## src/rtl/mem_request_arbiter_pkg.sv

```systemverilog
// Shared types for the memory request arbiter: RAM status codes,
// arbiter FSM states, requester identity and counter sizing helper.
package mem_request_arbiter_pkg;

   typedef logic [31:0] word_t;

   // Status reported by the single-ported RAM every cycle.
   typedef enum logic [1:0] {
      FREE   = 2'd0,
      BUSY   = 2'd1,
      ACCESS = 2'd2,
      ERROR  = 2'd3
   } ramstate_t;

   // Arbiter FSM states.
   typedef enum logic [2:0] {
      ST_IDLE  = 3'd0,
      ST_IACC  = 3'd1,
      ST_DACC  = 3'd2,
      ST_RETRY = 3'd3,
      ST_RESP  = 3'd4
   } arb_state_t;

   // Which requester owns the transaction currently in flight.
   typedef enum logic {
      SRC_I = 1'b0,
      SRC_D = 1'b1
   } src_t;

   localparam int DEF_MAX_RETRY    = 3;
   localparam int DEF_STARVE_LIMIT = 4;

   // Bits needed for a counter that must reach max_val inclusive.
   function automatic int cnt_width(input int max_val);
      if (max_val < 2) begin
         return 1;
      end
      return $clog2(max_val + 1);
   endfunction

endpackage

```

## src/rtl/mem_request_arbiter_if.sv

```systemverilog
// Bundle of requester-side and RAM-side signals around the arbiter.
// slave  : the arbiter's view (takes requests and RAM status, drives hits/strobes)
// master : the environment's view (requesters plus RAM)
interface mem_request_arbiter_if;
   import mem_request_arbiter_pkg::*;

   // instruction fetch side
   logic      imemREN;
   word_t     imemaddr;
   word_t     imemload;
   logic      ihit;

   // data side
   logic      dmemREN;
   logic      dmemWEN;
   word_t     dmemaddr;
   word_t     dmemstore;
   word_t     dmemload;
   logic      dhit;

   // RAM side
   logic      ramREN;
   logic      ramWEN;
   word_t     ramaddr;
   word_t     ramstore;
   word_t     ramload;
   ramstate_t ramstate;

   // sticky retry-exhaustion flag
   logic      arb_error;

   modport slave (
      input  imemREN, imemaddr,
      input  dmemREN, dmemWEN, dmemaddr, dmemstore,
      input  ramload, ramstate,
      output imemload, ihit,
      output dmemload, dhit,
      output ramREN, ramWEN, ramaddr, ramstore,
      output arb_error
   );

   modport master (
      output imemREN, imemaddr,
      output dmemREN, dmemWEN, dmemaddr, dmemstore,
      output ramload, ramstate,
      input  imemload, ihit,
      input  dmemload, dhit,
      input  ramREN, ramWEN, ramaddr, ramstore,
      input  arb_error
   );

endinterface

```

## src/rtl/mem_request_arbiter.sv

```systemverilog
// Merges instruction fetches and data reads/writes onto one single-ported
// RAM. Each granted request is latched, RAM latency is waited out, ERROR
// responses are retried a bounded number of times, and a one-cycle ihit or
// dhit is returned with the load data. Data wins ties unless the fetch
// side has been passed over STARVE_LIMIT times in a row.
module mem_request_arbiter
   import mem_request_arbiter_pkg::*;
#(
   parameter int MAX_RETRY    = DEF_MAX_RETRY,
   parameter int STARVE_LIMIT = DEF_STARVE_LIMIT
) (
   input  logic                 CLK,
   input  logic                 nRST,
   mem_request_arbiter_if.slave bus
);

   localparam int RW = cnt_width(MAX_RETRY);
   localparam int SW = cnt_width(STARVE_LIMIT);
   localparam logic [RW-1:0] RETRY_MAX  = RW'(MAX_RETRY);
   localparam logic [SW-1:0] STARVE_MAX = SW'(STARVE_LIMIT);

   // FSM state and transaction latches
   arb_state_t    r_state;
   src_t          r_src;
   logic          r_we;
   word_t         r_addr;
   word_t         r_store;

   // registered outputs
   logic          r_ram_ren;
   logic          r_ram_wen;
   logic          r_ihit;
   logic          r_dhit;
   word_t         r_imemload;
   word_t         r_dmemload;
   logic          r_arb_error;

   // counters
   logic [RW-1:0] r_retry_cnt;
   logic [SW-1:0] r_starve_cnt;

   // request decode
   logic          w_d_req;
   logic          w_i_req;
   logic          w_i_forced;
   logic          w_live_ren;
   logic          w_cancel;

   assign w_d_req    = bus.dmemREN | bus.dmemWEN;
   assign w_i_req    = bus.imemREN;
   // fetch side has waited through STARVE_LIMIT data grants: it goes next
   assign w_i_forced = w_i_req && (r_starve_cnt == STARVE_MAX);
   // the owner's read request as it is right now (writes are never withdrawn)
   assign w_live_ren = (r_src == SRC_I) ? bus.imemREN : bus.dmemREN;
   assign w_cancel   = ~r_we & ~w_live_ren;

   // Arbiter FSM: grant, RAM access, retry, one-cycle response; all outputs registered
   always_ff @(posedge CLK or negedge nRST) begin
      if (!nRST) begin
         r_state      <= ST_IDLE;
         r_src        <= SRC_I;
         r_we         <= 1'b0;
         r_addr       <= '0;
         r_store      <= '0;
         r_ram_ren    <= 1'b0;
         r_ram_wen    <= 1'b0;
         r_ihit       <= 1'b0;
         r_dhit       <= 1'b0;
         r_imemload   <= '0;
         r_dmemload   <= '0;
         r_arb_error  <= 1'b0;
         r_retry_cnt  <= '0;
         r_starve_cnt <= '0;
      end else begin
         // hits are single-cycle pulses unless re-armed below
         r_ihit <= 1'b0;
         r_dhit <= 1'b0;

         case (r_state)
            ST_IDLE: begin
               if (w_d_req && !w_i_forced) begin
                  // data grant; a write takes precedence over a read
                  r_state   <= ST_DACC;
                  r_src     <= SRC_D;
                  r_addr    <= bus.dmemaddr;
                  r_store   <= bus.dmemstore;
                  r_we      <= bus.dmemWEN;
                  r_ram_ren <= ~bus.dmemWEN;
                  r_ram_wen <= bus.dmemWEN;
                  if (w_i_req && (r_starve_cnt != STARVE_MAX)) begin
                     r_starve_cnt <= r_starve_cnt + 1'b1;
                  end
               end else if (w_i_req) begin
                  // fetch grant; clears the starvation history
                  r_state      <= ST_IACC;
                  r_src        <= SRC_I;
                  r_addr       <= bus.imemaddr;
                  r_store      <= '0;
                  r_we         <= 1'b0;
                  r_ram_ren    <= 1'b1;
                  r_ram_wen    <= 1'b0;
                  r_starve_cnt <= '0;
               end
            end

            ST_IACC, ST_DACC: begin
               if (w_cancel) begin
                  // read withdrawn before data arrived: drop it silently
                  r_state     <= ST_IDLE;
                  r_ram_ren   <= 1'b0;
                  r_ram_wen   <= 1'b0;
                  r_retry_cnt <= '0;
               end else begin
                  case (bus.ramstate)
                     ACCESS: begin
                        r_state   <= ST_RESP;
                        r_ram_ren <= 1'b0;
                        r_ram_wen <= 1'b0;
                        if (!r_we) begin
                           if (r_src == SRC_I) begin
                              r_imemload <= bus.ramload;
                              r_ihit     <= 1'b1;
                           end else begin
                              r_dmemload <= bus.ramload;
                              r_dhit     <= 1'b1;
                           end
                        end else begin
                           // write reached RAM; acknowledge only a requester still waiting
                           r_dhit <= bus.dmemWEN;
                        end
                     end
                     ERROR: begin
                        r_ram_ren <= 1'b0;
                        r_ram_wen <= 1'b0;
                        if (r_retry_cnt == RETRY_MAX) begin
                           // out of retries: give up, requester will reissue
                           r_arb_error <= 1'b1;
                           r_retry_cnt <= '0;
                           r_state     <= ST_IDLE;
                        end else begin
                           r_retry_cnt <= r_retry_cnt + 1'b1;
                           r_state     <= ST_RETRY;
                        end
                     end
                     BUSY, FREE: begin
                        // RAM still working: keep strobes and latches steady
                     end
                     default: begin
                     end
                  endcase
               end
            end

            ST_RETRY: begin
               if (w_cancel) begin
                  r_state     <= ST_IDLE;
                  r_retry_cnt <= '0;
               end else begin
                  // re-present the latched request after the one-cycle gap
                  r_ram_ren <= ~r_we;
                  r_ram_wen <= r_we;
                  r_state   <= (r_src == SRC_I) ? ST_IACC : ST_DACC;
               end
            end

            ST_RESP: begin
               r_retry_cnt <= '0;
               r_state     <= ST_IDLE;
            end

            default: begin
               r_state   <= ST_IDLE;
               r_ram_ren <= 1'b0;
               r_ram_wen <= 1'b0;
            end
         endcase
      end
   end

   assign bus.ramREN    = r_ram_ren;
   assign bus.ramWEN    = r_ram_wen;
   assign bus.ramaddr   = r_addr;
   assign bus.ramstore  = r_store;
   assign bus.ihit      = r_ihit;
   assign bus.dhit      = r_dhit;
   assign bus.imemload  = r_imemload;
   assign bus.dmemload  = r_dmemload;
   assign bus.arb_error = r_arb_error;

endmodule

```

## src/flat_wrapper.sv

```systemverilog
// flat-port wrapper written by rule: the top's interface ports become plain ports
module mem_request_arbiter_flat import mem_request_arbiter_pkg::*;
#(
   parameter int MAX_RETRY    = DEF_MAX_RETRY,
   parameter int STARVE_LIMIT = DEF_STARVE_LIMIT
)
  (CLK, nRST, bus_imemREN, bus_imemaddr, bus_dmemREN, bus_dmemWEN, bus_dmemaddr, bus_dmemstore, bus_ramload, bus_ramstate, bus_imemload, bus_ihit, bus_dmemload, bus_dhit, bus_ramREN, bus_ramWEN, bus_ramaddr, bus_ramstore, bus_arb_error);
  mem_request_arbiter_if bus_i ();
  input  logic CLK;
  input  logic nRST;
  input wire logic [$bits(bus_i.imemREN)-1:0] bus_imemREN;
  input wire logic [$bits(bus_i.imemaddr)-1:0] bus_imemaddr;
  input wire logic [$bits(bus_i.dmemREN)-1:0] bus_dmemREN;
  input wire logic [$bits(bus_i.dmemWEN)-1:0] bus_dmemWEN;
  input wire logic [$bits(bus_i.dmemaddr)-1:0] bus_dmemaddr;
  input wire logic [$bits(bus_i.dmemstore)-1:0] bus_dmemstore;
  input wire logic [$bits(bus_i.ramload)-1:0] bus_ramload;
  input wire logic [$bits(bus_i.ramstate)-1:0] bus_ramstate;
  output wire logic [$bits(bus_i.imemload)-1:0] bus_imemload;
  output wire logic [$bits(bus_i.ihit)-1:0] bus_ihit;
  output wire logic [$bits(bus_i.dmemload)-1:0] bus_dmemload;
  output wire logic [$bits(bus_i.dhit)-1:0] bus_dhit;
  output wire logic [$bits(bus_i.ramREN)-1:0] bus_ramREN;
  output wire logic [$bits(bus_i.ramWEN)-1:0] bus_ramWEN;
  output wire logic [$bits(bus_i.ramaddr)-1:0] bus_ramaddr;
  output wire logic [$bits(bus_i.ramstore)-1:0] bus_ramstore;
  output wire logic [$bits(bus_i.arb_error)-1:0] bus_arb_error;
  assign bus_i.imemREN = bus_imemREN;
  assign bus_i.imemaddr = bus_imemaddr;
  assign bus_i.dmemREN = bus_dmemREN;
  assign bus_i.dmemWEN = bus_dmemWEN;
  assign bus_i.dmemaddr = bus_dmemaddr;
  assign bus_i.dmemstore = bus_dmemstore;
  assign bus_i.ramload = bus_ramload;
  assign bus_i.ramstate = bus_ramstate;
  assign bus_imemload = bus_i.imemload;
  assign bus_ihit = bus_i.ihit;
  assign bus_dmemload = bus_i.dmemload;
  assign bus_dhit = bus_i.dhit;
  assign bus_ramREN = bus_i.ramREN;
  assign bus_ramWEN = bus_i.ramWEN;
  assign bus_ramaddr = bus_i.ramaddr;
  assign bus_ramstore = bus_i.ramstore;
  assign bus_arb_error = bus_i.arb_error;
  mem_request_arbiter #(.MAX_RETRY(MAX_RETRY), .STARVE_LIMIT(STARVE_LIMIT)) u_core (.CLK(CLK), .nRST(nRST), .bus(bus_i));
endmodule
```

## config.mk

```make
export PLATFORM = sky130hd
export DESIGN_NAME = mem_request_arbiter_flat
export DESIGN_NICKNAME = d
export VERILOG_FILES = /design/src/rtl/mem_request_arbiter_pkg.sv /design/src/rtl/mem_request_arbiter_if.sv /design/src/rtl/mem_request_arbiter.sv /design/src/flat_wrapper.sv
export SDC_FILE = /design/constraint.sdc
export NUM_CORES = 1
export LEC_CHECK = 0
export BUFFER_PORTS_ARGS = -buffer_cell sky130_fd_sc_hd__buf_4
export CAP_MARGIN = 20
export CORE_ASPECT_RATIO = 0.9
export CORE_MARGIN = 4
export CORE_UTILIZATION = 50
export CTS_CLUSTER_SIZE = 16
export DETAILED_ROUTE_END_ITERATION = 8
export GPL_ROUTABILITY_DRIVEN = 0
export GPL_TIMING_DRIVEN = 0
export PLACE_DENSITY = 0.85
export REMOVE_ABC_BUFFERS = 1
export SETUP_SLACK_MARGIN = 0.5
export SLEW_MARGIN = 20
export SYNTH_ARGS = -nofsm -noshare
export SYNTH_HDL_FRONTEND = slang
export SYNTH_SLANG_ARGS = --single-unit
```

## constraint.sdc

```tcl
create_clock -name CLK -period 2.6 [get_ports CLK]
set_input_delay 0 -clock CLK [delete_from_list [all_inputs] [get_ports CLK]]
set_output_delay 0 -clock CLK [all_outputs]
set_load 0.01 [all_outputs]
```

==> reports/qor.tcl, run 1 <==
set qor(mappedNetlistArea_sq_um) 5870
set qor(synth_largest_type_area_fraction) 0.609
set qor(chip_height_um) 111
set qor(synthMostInstantiatedCell) {dfrtp_1}
set qor(grt_overflow_total) 0
set qor(syn_avg_cell_area_sq_um) 13.2
set qor(number_of_routed_nets_with_antenna_violations) 0
set qor(power_density_nw_per_um2) 1160
set qor(critical_path.startpoint_type) {flop}
set qor(largest_incremental_delay_on_the_critical_path_ns) 0.50
set qor(crit_path_max_fanout) 16
set qor(grt_setup_unrepaired) {no}
set qor(number_of_antenna_violations_at_the_first_check_in_global_routing) 1
set qor(tritoncts) {done}
set qor(leakage_nw) 5.02
set qor(max-vdd-ir-drop_uv) 613
set qor(timing_max_transition_violations_final) 0
set qor(synthFlopType) {dfrtp_1}
set qor(detailedRoute.firstPassIterationCount) 5
set qor(synth.ff_latch_count) 143
set qor(clock_tree.buffer_depth) 2
set qor(pre_cts_slack_ns) 0.0681
set qor(syn_to_final_growth_pct) 72.0
set qor(worst_ep_required_time_ns) 2.89
set qor(drt-initial-drc-count) 495
set qor(floorplan.initialDensity) 0.511
set qor(list_of_most_frequent_post_synthesis_cells) {143 x dfrtp_1, 64 x mux2_1, 38 x nand2_1, 34 x a22o_1, 34 x mux2i_1}
set qor(area_of_the_die_sq_um) 13500
set qor(max_slew.worst_pin.slew_ns) 0.688
set qor(synth_cell_types) 43
set qor(fin_nets) 980
set qor(rr_worst_depth) 4
set qor(synthArstFlopShare) 1.00
set qor(setup_viol) 0
set qor(p_total_mw) 11.7
set qor(fin_skew_ns) 0.0121
set qor(total_global_route_track_usage) 0.340
set qor(layout.cell_area.non_filler_sq_um) 10100
set qor(remaining_routing_drc_violations) 0
set qor(final_layout_size_suffix_gt1_frac) 0.377
set qor(min_delay_path_depth) 3
set qor(synth_enable_flop_cells) 0
set qor(yosys_warnings) 0
set qor(drt-total-wl_um) 23700
set qor(crit_path_top_delay_cell) {dfrtp_2}
set qor(hpwlAfterDp_um) 12000
set qor(final.min_clock_period_ns) 2.04
set qor(finalCritPeriodShare) 0.784
set qor(final_setup_slack_of_the_worst_path_ns) 0.561
set qor(max_clock_freq_mhz) 491
set qor(placedInstanceArea_sq_um) 8070
set qor(synth_largest_area_cell) {dfrtp_1}
set qor(grt_start_max_net_pins) 81
set qor(sequential_area_share_after_synthesis) 0.609
set qor(grt_pass1_vias) 6099
set qor(num_vias) 5648
set qor(rr_startpoint) {u_core.r_state[1]}
set qor(ctsRootBufferMaster) {clkbuf_16}
set qor(cts-htree-levels) 4
set qor(route.detailed.wl_per_inst_um) 23.4
set qor(hold_path_class) {input port to flop}
set qor(post_drt_via_cell_ratio) 5.58
set qor(timing.final.hold_violations) 0
set qor(setup.worst_path.class) {flop to flop}
set qor(boundaryPins) 268
set qor(clkLatencyLatePin_ns) 0.42
set qor(max-slew-margin-rel) 0.541
set qor(cts.reportedPaths.clkPinSlew_ns) 0.06
set qor(global_route_wire_length_before_repair_um) 34900
set qor(synth.area.top_cells) {dfrtp_1 61%, mux2_1 12%, mux2i_1 5.8%}
set qor(fill_cells) 454
set qor(worst_setup_path_startpoint) {u_core.r_state[1]}
set qor(result_of_the_run) {finished clean}
set qor(port_buffers) 267
set qor(total_cts_buffers) 17
set qor(max_cap_viol_count) 0
set qor(min_from) {bus_imemREN}
set qor(cell_breakdown_of_the_critical_path) {xor2_1 -> and3_4 -> nand3_4 -> mux2_1}
set qor(endpoint_class_of_the_critical_path) {flop}
set qor(synthCells) 445
set qor(die_width_um) 122
set qor(core-area_sq_um) 11500
set qor(placement_rows) 37
set qor(clock-sinks) 143
set qor(critical_path_arrival_ns) 2.32
## registers in the layout, summed over array words and instances (netlist names)
register,flops
u_core.r_state,3
u_core.bus.ramaddr,32
u_core.bus.dhit,1
u_core.bus.ihit,1
u_core.r_starve_cnt,3
u_core.r_we,1
u_core.r_retry_cnt,2
u_core.r_src,1
u_core.bus.ramstore,32
u_core.bus.ramREN,1
u_core.bus.arb_error,1
u_core.bus.dmemload,32
u_core.bus.imemload,32
u_core.bus.ramWEN,1
## worst max-delay path: cells and delay by family (launching register included)
kind | cells | cell delay [ns]
flip-flops | 1 | 0.50
AND/OR/NAND/NOR | 2 | 0.61
multiplexers | 1 | 0.45
XOR/XNOR | 1 | 0.32
## layout by cell type (no fill, tap or decap), types with 4 or more instances in the layout
| cell type | count |
|---|---|
| bufinv_16 | 4 |
| dfrtp_1 | 141 |
| a22o_1 | 34 |
| o21ai_1 | 30 |
| dlygate4sd3_1 | 131 |
| buf_4 | 268 |
| mux2_1 | 64 |
| nor2_1 | 9 |
| buf_16 | 4 |
| o21ai_0 | 11 |
| clkbuf_16 | 17 |
| mux2i_1 | 34 |
| nand2_1 | 37 |
| clkinvlp_4 | 4 |
| nor2b_1 | 4 |
| inv_1 | 6 |
## through the flow
stage	hold slack [ns]	setup TNS (ns)	util	cells
6_report	0.0627	0	0.880	1012
5_1_grt	0.0711	0	0.880	1012
4_1_cts	0.0296	0	0.872	1007
3_5_place_dp	-0.0349	0	0.703	844
3_3_place_gp	0.197	-54.12	0.690	839
2_1_floorplan	-0.296	-0.0906	-	416
## final timing paths
path	slack, ns	endpoint
min in group asynchronous	0.12	u_core.bus.imemload[8]
hold / removal	0.06	u_core.r_starve_cnt[1]
max in group asynchronous	1.73	u_core.bus.ramaddr[16]
setup / recovery	0.56	u_core.bus.dmemload[20]
setup reg to reg	0.56	u_core.bus.dmemload[20]
hold reg to reg	0.49	u_core.bus.ramaddr[17]
## cell families after synthesis
logic type      synth area share
xor+xnor                 0.00149
compound gates             0.113
mux                        0.185
flops                      0.609
buf+inv                   0.0294
fa+ha+maj                0.00639
simple gates              0.0548
## where the power goes
group | total, mW | internal, mW | switching [mW]
Clock | 2.59 | 1.61 | 0.976
Sequential | 4.15 | 3.28 | 0.867
Combinational | 4.94 | 2.50 | 2.43
## cell type report
type                            instances  area (sq um)  area share
Multi-Input combinational cell        269          2210       0.219
Clock buffer                           19           433      0.0429
Clock inverter                         13           186      0.0185
Inverter                                6          22.5     0.00223
Antenna cell                            1          2.50    0.000248
Tap cell                              156           195      0.0193
Sequential cell                       143          3580       0.355
Timing Repair Buffer                  405          3470       0.343
## per-layer routing
metal  vias to the layer above  track usage  wire (um)
met5                         -            0          0
met4                         0        0.167       1180
met3                        83        0.101       2230
met2                       397        0.561      11600
met1                      2770        0.403       8700
li1                       2398            -          -
## repair_timing
item / in CTS / in global routing
endpoints found under the setup margin: 117 / 129
endpoints found under the hold margin: 237 / 0
cloned: 0 / 2
hold buffers: 131 / 0
pin swaps: 1 / 4
buffers inserted: 0 / 2
gates resized for setup: 3 / 10
No activity file was read; power rests on OpenSTA's default activity.
==> run 2, diff against run 1 <==
--- a/config.mk
+++ b/config.mk
@@ -9,12 +9,12 @@
 export CAP_MARGIN = 20
 export CORE_ASPECT_RATIO = 0.9
 export CORE_MARGIN = 4
-export CORE_UTILIZATION = 50
+export CORE_UTILIZATION = 47
 export CTS_CLUSTER_SIZE = 16
 export DETAILED_ROUTE_END_ITERATION = 8
 export GPL_ROUTABILITY_DRIVEN = 0
 export GPL_TIMING_DRIVEN = 0
-export PLACE_DENSITY = 0.85
+export PLACE_DENSITY = 0.8
 export REMOVE_ABC_BUFFERS = 1
 export SETUP_SLACK_MARGIN = 0.5
 export SLEW_MARGIN = 20
==> constraint.sdc (replaced) <==
create_clock -name CLK -period 2 [get_ports CLK]
set_input_delay 0 -clock CLK [delete_from_list [all_inputs] [get_ports CLK]]
set_output_delay 0 -clock CLK [all_outputs]
set_load 0.01 [all_outputs]
==> run 2 against run 1 <==
Against the previous run: final cell count grew 5.5%; cell area grew 12%; combinational power grew 83%; power rose by 54%; die area up 5.9%; wire length up 24%; fmax is 7.7% higher; first-iteration DRC count grew 22%.
==> reports/qor.tcl, run 2 (synthesis gave the netlist of run 1 again) <==
set qor(number_of_antenna_violations_at_the_first_check_in_global_routing) 2 ;# was 1
set qor(finalCritPeriodShare) 0.946 ;# was 0.784
set qor(power_density_nw_per_um2) 1590 ;# was 1160 nW/um^2
set qor(grt_overflow_total) 0 ;# unchanged
set qor(final_layout_size_suffix_gt1_frac) 0.509 ;# was 0.377
set qor(critical_path.startpoint_type) {flop} ;# unchanged
set qor(clkPwrFrac) 0.191 ;# was 0.222
set qor(crit_path_max_fanout) 7 ;# was 16
set qor(die_width_um) 126 ;# was 122 um
set qor(cts.reportedPaths.clkPinSlew_ns) 0.07 ;# was 0.06 ns
set qor(floorplan.initialDensity) 0.484 ;# was 0.511
set qor(number_of_routed_nets_with_antenna_violations) 0 ;# unchanged
set qor(final_cell_mix) {285 x buf_4, 138 x dfrtp_1, 131 x dlygate4sd3_1} ;# was 268 x buf_4, 141 x dfrtp_1, 131 x dlygate4sd3_1
set qor(leakage_nw) 5.59 ;# was 5.02 nW
set qor(rr_startpoint) {u_core.r_state[0]} ;# was u_core.r_state[1]
set qor(cell_breakdown_of_the_critical_path) {buf_6 -> nor3_4 -> o21ai_4 -> clkbuf_16 -> buf_16 -> nand2_1 -> o21ai_1} ;# was xor2_1 -> and3_4 -> nand3_4 -> mux2_1
set qor(remaining_routing_drc_violations) 0 ;# unchanged
set qor(total_cts_buffers) 17 ;# unchanged
set qor(tritoncts) {done} ;# unchanged
set qor(dpl.cell_count) 848 ;# was 844
set qor(clock_tree.buffer_depth) 2 ;# unchanged
set qor(swShare) 0.376 ;# was 0.367
set qor(hold_path_class) {input port to flop} ;# unchanged
set qor(drt-initial-drc-count) 606 ;# was 495
set qor(max_slew.worst_pin.slew_ns) 0.925 ;# was 0.688 ns
set qor(max-slew-margin-rel) 0.383 ;# was 0.541
set qor(area_of_the_die_sq_um) 14300 ;# was 13500 sq um
set qor(result_of_the_run) {finished clean} ;# unchanged
set qor(whs_endpoint) {u_core.r_starve_cnt[0]} ;# was u_core.r_starve_cnt[1]
set qor(detailedRoute.firstPassIterationCount) 7 ;# was 5
set qor(finish.cell_count_without_fillers) 1068 ;# was 1012
set qor(endpoint_class_of_the_critical_path) {flop} ;# unchanged
set qor(fin_skew_ns) 0.0117 ;# was 0.0121 ns
set qor(rr_worst_depth) 7 ;# was 4
set qor(reg2reg_to) {u_core.bus.ramaddr[26]} ;# was u_core.bus.dmemload[20]
set qor(chip_height_um) 114 ;# was 111 um
set qor(num_vias) 6297 ;# was 5648
set qor(crit_path_top_delay_cell) {dfrtp_2} ;# unchanged
set qor(placement_rows) 38 ;# was 37
set qor(drt-total-wl_um) 29300 ;# was 23700 um
set qor(core-area_sq_um) 12100 ;# was 11500 sq um
set qor(power.sequential.fraction) 0.306 ;# was 0.355
set qor(setup.worst_path.class) {flop to flop} ;# unchanged
set qor(final.min_clock_period_ns) 1.89 ;# was 2.04 ns
set qor(min_from) {bus_imemREN} ;# unchanged
set qor(placedInstanceArea_sq_um) 8080 ;# was 8070 sq um
set qor(total_global_route_track_usage) 0.352 ;# was 0.340
set qor(setup_viol) 0 ;# unchanged
set qor(cts-htree-levels) 4 ;# unchanged
set qor(hpwlAfterDp_um) 12000 ;# about the same
set qor(p_int_mw) 11.2 ;# was 7.39 mW
set qor(clock-sinks) 143 ;# unchanged
set qor(ctsRootBufferMaster) {clkbuf_16} ;# unchanged
set qor(critical_path_arrival_ns) 2.17 ;# was 2.32 ns
set qor(route.detailed.wl_per_inst_um) 27.5 ;# was 23.4 um
set qor(port_buffers) 267 ;# unchanged
set qor(worst_ep_required_time_ns) 2.28 ;# was 2.89 ns
set qor(timing_max_transition_violations_final) 0 ;# unchanged
set qor(grt_setup_unrepaired) {yes} ;# was no
set qor(max_clock_freq_mhz) 528 ;# was 491 MHz
set qor(grt_pass1_vias) 6676 ;# was 6099
set qor(fin_nets) 1031 ;# was 980
set qor(global_route_wire_length_before_repair_um) 38700 ;# was 34900 um
set qor(layout.cell_area.non_filler_sq_um) 11300 ;# was 10100 sq um
set qor(net-switching-power_mw) 6.76 ;# was 4.28 mW
set qor(max-vdd-ir-drop_uv) 857 ;# was 613 uV
set qor(reg2reg_setup_slack_ns) 0.11 ;# was 0.56 ns
set qor(largest_incremental_delay_on_the_critical_path_ns) 0.45 ;# was 0.50 ns
set qor(grt_start_max_net_pins) 92 ;# was 81
set qor(commonest_non_fill_non_tap_cell_in_the_layout) {buf_4} ;# unchanged
set qor(boundaryPins) 268 ;# unchanged
set qor(max_cap_viol_count) 0 ;# unchanged
set qor(post_drt_via_cell_ratio) 5.90 ;# was 5.58
set qor(min_delay_path_depth) 3 ;# unchanged
set qor(power_frac_comb) 0.503 ;# was 0.423
set qor(timing.final.hold_violations) 0 ;# unchanged
set qor(syn_to_final_growth_pct) 92.2 ;# was 72.0%
set qor(clkLatencyLatePin_ns) 0.42 ;# about the same
==> run 2: changes by cell type in the layout (fill, tap and decap cells not counted), moves of 7 or more <==
cell | before | now
mux2i_2 | 0 | 15
buf_6 | 0 | 8
buf_4 | 268 | 285
mux2_1 | 64 | 48
nand2_2 | 0 | 11
o21ai_2 | 0 | 16
nand2_4 | 1 | 12
nand2_1 | 37 | 14
mux2_4 | 1 | 14
buf_16 | 4 | 11
mux2i_1 | 34 | 17
o21ai_1 | 30 | 17
==> run 2: timing repair <==
action | 4_1_cts | 5_1_grt
endpoints found under the setup margin | 140 | 139
setup buffers | 31 | 8
hold buffers | 131 | 0
pin swaps | 17 | 48
hold endpoints to repair | 275 | 0
gates cloned | 9 | 7
resized for setup | 64 | 91
==> run 2: layout make-up <==
type | instances | area (sq um)
clock buffer | 22 | 474
fill | 358 | 838
multi-input combinational | 272 | 2640
timing repair buffer | 453 | 4200
clock inverter | 10 | 159
antenna | 2 | 5.00
tap | 160 | 200
sequential | 143 | 3580
inverter | 6 | 22.5
==> run 2: routing by layer <==
layer,GRT usage,routed length (um)
met1,0.407,10300
met2,0.596,13900
met3,0.107,2970
met4,0.182,2220
met5,0,0
==> run 2: how the worst max path moves through the flow <==
stage	slack [ns]	to	cells past startpoint	from
after floorplan	-0.65	u_core.bus.ramaddr[0]	3	bus_dmemWEN
after global placement	-1.62	u_core.bus.ramaddr[31]	4	bus_dmemWEN
after detailed placement	-0.52	u_core.bus.dmemload[20]	4	u_core.r_state[1]
after CTS	0.32	u_core.bus.imemload[9]	5	u_core.r_state[1]
after global routing	0.11	u_core.bus.ramaddr[26]	7	u_core.r_state[0]
final	0.11	u_core.bus.ramaddr[26]	7	u_core.r_state[0]
==> run 2: critical path: cells and delay by family (launching register included) <==
kind / cells / cell delay, ns
buf+inv: 3 / 0.54
flops: 1 / 0.45
simple gates: 2 / 0.44
compound gates: 2 / 0.32
==> run 2: stage by stage <==
step	hold slack, ns	utilization	setup WS, ns	total power, mW	setup TNS [ns]
2_1_floorplan	-0.296	-	-0.645	7.60	-39.73
3_3_place_gp	0.194	0.654	-1.62	10.5	-127.08
3_5_place_dp	-0.0637	0.667	-0.519	10.9	-34.27
4_1_cts	0.0328	0.889	0.323	15.9	0
5_1_grt	0.0599	0.931	0.110	18.5	0
6_report	0.0644	0.931	0.107	18.0	0
==> run 2: power groups by stage <==
stage	clock network, mW	logic, mW	registers [mW]
after floorplan	0	1.98	5.62
after global routing	3.57	9.34	5.60
after global placement	0	5.38	5.09
after detailed placement	0	5.75	5.17
after CTS	3.39	7.35	5.14
final	3.44	9.04	5.50
